**config.mk**
```make
export PLATFORM = sky130hd
export DESIGN_NAME = mult_booth
export DESIGN_NICKNAME = d
export VERILOG_FILES = /design/src/rtl/mult_booth.sv
export SDC_FILE = /design/constraint.sdc
export NUM_CORES = 1
export LEC_CHECK = 0
export CAP_MARGIN = 20
export CORE_AREA = 2 2 134 136
export DETAILED_ROUTE_END_ITERATION = 6
export DIE_AREA = 0 0 136 138
export PLACE_DENSITY = 0.76
export SLEW_MARGIN = 40
export SYNTH_ARGS = -nofsm -noshare
export SYNTH_HDL_FRONTEND = slang
export SYNTH_SLANG_ARGS = --single-unit
```
**constraint.sdc**
```tcl
create_clock -name clock -period 5.2 [get_ports clock]
set_input_delay 0.78 -clock clock [delete_from_list [all_inputs] [get_ports clock]]
set_output_delay 0.78 -clock clock [all_outputs]
set_load 0.05 [all_outputs]
```
**src/rtl/mult_booth.sv**
```systemverilog
// Sequential radix-2 Booth multiplier: one iteration per clock, 33-cycle latency,
// low 32 product bits plus a signed-overflow flag.
module mult_booth (
  input  logic        clock,
  input  logic        reset,
  input  logic        ctrl_MULT,
  input  logic [31:0] data_operandA,
  input  logic [31:0] data_operandB,
  output logic [31:0] data_result,
  output logic        data_exception,
  output logic        data_resultRDY
);

  localparam int unsigned W  = 32;
  localparam int unsigned AW = W + 1;
  localparam int unsigned CW = 6;

  typedef enum logic [1:0] {IDLE, RUN, DONE} state_t;

  state_t          r_state;
  state_t          w_state_nxt;
  logic [AW-1:0]   r_m;
  logic [AW-1:0]   r_acc;
  logic [W-1:0]    r_q;
  logic            r_q_m1;
  logic [CW-1:0]   r_cnt;
  logic [W-1:0]    r_result;
  logic            r_exc;
  logic            r_rdy;

  logic [AW-1:0]   w_acc_sum;
  logic [AW-1:0]   w_acc_sh;
  logic [W-1:0]    w_q_sh;
  logic            w_q_m1_sh;
  logic [AW-1:0]   w_p_hi;
  logic            w_last;

  // State register
  always_ff @(posedge clock) begin
    if (reset) r_state <= IDLE;
    else       r_state <= w_state_nxt;
  end

  // Next state; a start strobe overrides everything, including an in-flight run
  always_comb begin
    w_state_nxt = r_state;
    w_last      = 1'b0;
    case (r_state)
      IDLE: w_state_nxt = IDLE;
      RUN: begin
        if (r_cnt == CW'(W - 1)) begin
          w_state_nxt = DONE;
          w_last      = 1'b1;
        end
      end
      DONE:    w_state_nxt = IDLE;
      default: w_state_nxt = IDLE;
    endcase
    if (ctrl_MULT) begin
      w_state_nxt = RUN;
      w_last      = 1'b0;
    end
  end

  // Booth add/subtract, then arithmetic shift of {ACC,Q,Q_-1}
  always_comb begin
    case ({r_q[0], r_q_m1})
      2'b01:   w_acc_sum = r_acc + r_m;
      2'b10:   w_acc_sum = r_acc - r_m;
      default: w_acc_sum = r_acc;
    endcase
    w_acc_sh  = {w_acc_sum[AW-1], w_acc_sum[AW-1:1]};
    w_q_sh    = {w_acc_sum[0], r_q[W-1:1]};
    w_q_m1_sh = r_q[0];
    w_p_hi    = {w_acc_sh[W-1:0], w_q_sh[W-1]};
  end

  // Datapath and registered outputs
  always_ff @(posedge clock) begin
    if (reset) begin
      r_m      <= '0;
      r_acc    <= '0;
      r_q      <= '0;
      r_q_m1   <= 1'b0;
      r_cnt    <= '0;
      r_result <= '0;
      r_exc    <= 1'b0;
      r_rdy    <= 1'b0;
    end else if (ctrl_MULT) begin
      r_m    <= {data_operandA[W-1], data_operandA};
      r_acc  <= '0;
      r_q    <= data_operandB;
      r_q_m1 <= 1'b0;
      r_cnt  <= '0;
      r_rdy  <= 1'b0;
    end else begin
      r_rdy <= w_last;
      if (r_state == RUN) begin
        r_acc  <= w_acc_sh;
        r_q    <= w_q_sh;
        r_q_m1 <= w_q_m1_sh;
        r_cnt  <= r_cnt + CW'(1);
      end
      if (w_last) begin
        r_result <= w_q_sh;
        r_exc    <= ~((&w_p_hi) | ~(|w_p_hi));
      end
    end
  end

  assign data_result    = r_result;
  assign data_exception = r_exc;
  assign data_resultRDY = r_rdy;

endmodule

```
==> out/qor.yml <==
global_route:
  grt-ovfl-total: 0
  grt_antenna_before_repair: 0
  grt_first_pass_wirelength_mm: 38.0
  first_global_vias: 7568
  grt_use_total_pct: 24.9
  grt_max_degree: 101
clock_tree:
  cts_made_buffers: 17
  cts_tree: "done"
  clock-sinks: 139
  clock_path_buffers: 2
  cts_htree_levels: 4
  clkTransAtPathRegs_ps: 70
  clk_latency_ps: 440
  cts-root-buf: "clkbuf_16"
placement:
  io_buffers: 100
  post_dp_cell_area_sq_um: 9610
  dpl.hpwl_mm: 16.2
  place_congestion: 0.960
  placed_cells: 1397
timing:
  hold_viol: 0
  fmax_ghz: 0.201
  period_share_pct: 95.8
  finalClockSkew_ps: 16.8
  slew_headroom_pct: 49.8
  setup_violations: 0
  period_minus_slack_ps: 4980
  worst_pin_slew_ps: 753
  slew_violations: 0
min_path:
  holdPathStages: 2
  hp-start: "data_result[15]"
  holdCritPathClass: "flip-flop to flip-flop"
  whs_endpoint: "data_result[15]"
setup_path:
  cp-end-kind: "flip-flop"
  timing.rr.start: "r_m[7]"
  required_ps: 5520
  reg2reg_slack_ps: 220
  crit_type: "flip-flop to flip-flop"
  start_kind: "flip-flop"
  worstPathArrival_ps: 5310
  critPathMaxFanout: 9
  r2r_end: "data_exception"
  reg2reg_depth: 20
detailed_routing:
  wire_per_inst_um: 16.2
  drc: 0
  num_vias: 8221
  first_pass_iters: 5
  routed_wl_mm: 23.1
  drt_iter0_markers: 614
  antenna_left: 0
  via_per_inst: 5.75
power_and_ir_drop:
  leakage_nw: 3.92
  p_total_w: 0.00303
  vdd_drop_max_mv: 0.253
  powerDensity_nw_per_um2: 295
yosys:
  synth_top_cell_area_share_pct: 32.9
  yosysWarnings: 0
  synth_most_common_cell: "nand2_1"
  synth_area_sq_um: 8470
  synth_cells: 1120
  synth_cell_type_count: 73
  yosys.area.top_type: "dfxtp_1"
  synthFlopType: "dfxtp_1"
  synth_area_per_cell_sq_um: 7.56
  synth_common_cells: "nand2_1 (178), nor2_1 (153), a21oi_1 (150)"
  synth.net_count: 1223
  async_reset_ff_share_pct: 0
  synth_edf_count: 0
  synthTopCellsByArea: "dfxtp_1 (33%), a21oi_1 (8.9%), nand2_1 (7.9%)"
  ys_seq_area_share_pct: 32.9
  ys_seq_elements: 139
layout:
  fin_area_sq_um: 10300
  nets: 1291
  fin_cells: 1430
  antenna_cells: 0
  synthToLayoutAreaGrowth_pct: 21.1
  final_util_pct: 58.5
  final_layout_size_suffix_gt1_share_pct: 6.83
die:
  core_area_sq_um: 17500
  die_w_um: 136
  io_pins: 101
  start_util_pct: 48.3
  core.rowCount: 49
  die_h_um: 138
  dieArea_sq_um: 18800
status:
  status: "complete, no violations"
run:
  drv_cap: 0
==> sequential cells by signal, summed over array words and instances (netlist names) <==
register and count:
data_exception 1, r_q_m1 1, r_m 32, r_state 2
r_acc 32, data_resultRDY 1, r_q 32, data_result 32
r_cnt 6
==> metal layers <==
layer / GRT usage [%] / vias up / wire length [um]
met5: 0 / - / 0
met4: 8.72 / 0 / 605
met3: 4.84 / 54 / 1200
met2: 39.1 / 236 / 10500
met1: 34.0 / 3862 / 10800
li1: - / 4069 / -
==> power by group <==
part	switching [W]	internal, W
sequential	0.0000430	0.00110
clock	0.000551	0.000685
combinational	0.000372	0.000275
total	0.000966	0.00206
==> repair_timing <==
action                                  in CTS  in global routing
pin swaps                                    0                  1
endpoints found under the setup margin       1                  1
gates resized for setup                      1                  8
hold buffers                                 0                  0
setup buffers                                0                  1
==> stage by stage <==
step / worst slack [ps] / hold slack [ps] / TNS [ps]
after global placement: 221 / 444 / 0
after CTS: 96.2 / 458 / 0
after detailed placement: 64.6 / 448 / 0
after floorplan: 583 / 436 / 0
after global routing: -76.6 / 472 / -76.6
final: 216 / 456 / 0
==> kinds of logic (layout without fill, tap and decap cells) <==
| logic type | count (synthesis) | after routing | synth area share [%] |
|---|---|---|---|
| simple gates | 465 | 465 | 24.9 |
| fa+ha+maj | 36 | 36 | 5.41 |
| buf+inv | 91 | 172 | 4.83 |
| compound gates | 288 | 288 | 20.8 |
| xor+xnor | 55 | 55 | 5.69 |
| mux | 46 | 46 | 5.47 |
| flops | 139 | 139 | 32.9 |
==> area by class of cell <==
class | instances | area (sq um)
multi-input combinational | 890 | 5340
inverter | 18 | 67.6
timing repair buffer | 122 | 1180
clock buffer | 17 | 425
fill | 1644 | 7280
clock inverter | 15 | 171
tap | 229 | 287
sequential | 139 | 2780
==> cells in the final DEF (no fill, tap or decap), types with 3 or more instances in the layout <==
master           count
nand2_1            178
nor2_1             153
a21oi_1            149
dfxtp_1            139
clkdlybuf4s50_1     98
xnor2_1             44
mux2i_1             44
ha_1                34
nor3_1              31
o21ai_0             29
buf_4               22
a211oi_1            21
inv_1               18
clkbuf_16           17
a21o_1              15
nand4_1             13
nand3_1             13
xor2_1              11
a31oi_1             11
or3_1               10
o21a_1              10
nor4_1              10
and2_1               7
nor3b_1              6
nand2b_1             6
o211ai_1             6
nor2b_1              5
o2111ai_1            5
inv_6                5
and3_1               4
nor4b_1              4
inv_8                4
and4_1               3
o31ai_1              3
a221oi_1             3
a41oi_1              3
or4_1                3
==> how the worst max path moves through the flow <==
stage,start,endpoint,slack [ps],depth (start not counted)
final,r_m[7],data_exception,220,20
after global routing,r_m[7],data_exception,-80,21
after CTS,r_m[7],data_exception,100,20
after detailed placement,r_m[7],data_exception,60,20
after global placement,r_m[7],data_exception,220,19
after floorplan,r_m[6],data_exception,580,19
==> critical path, stage by stage, from the launching register on <==
cell and delay, ps:
dfxtp_1 360, or4_4 540, or3_4 390, nor2_1 130
nand2_1 130, nor3_4 260, and2_2 230, nor2_1 60
xnor2_1 200, ha_2 360, and3_1 240, a221oi_2 290
nand2_1 100, nor4b_1 320, nor2_1 110, xnor2_1 150
o21a_1 200, nor4_1 310, and4bb_2 260, and4_1 180
nor3_1 50
Note: power is estimated with default switching activity, not from simulation.
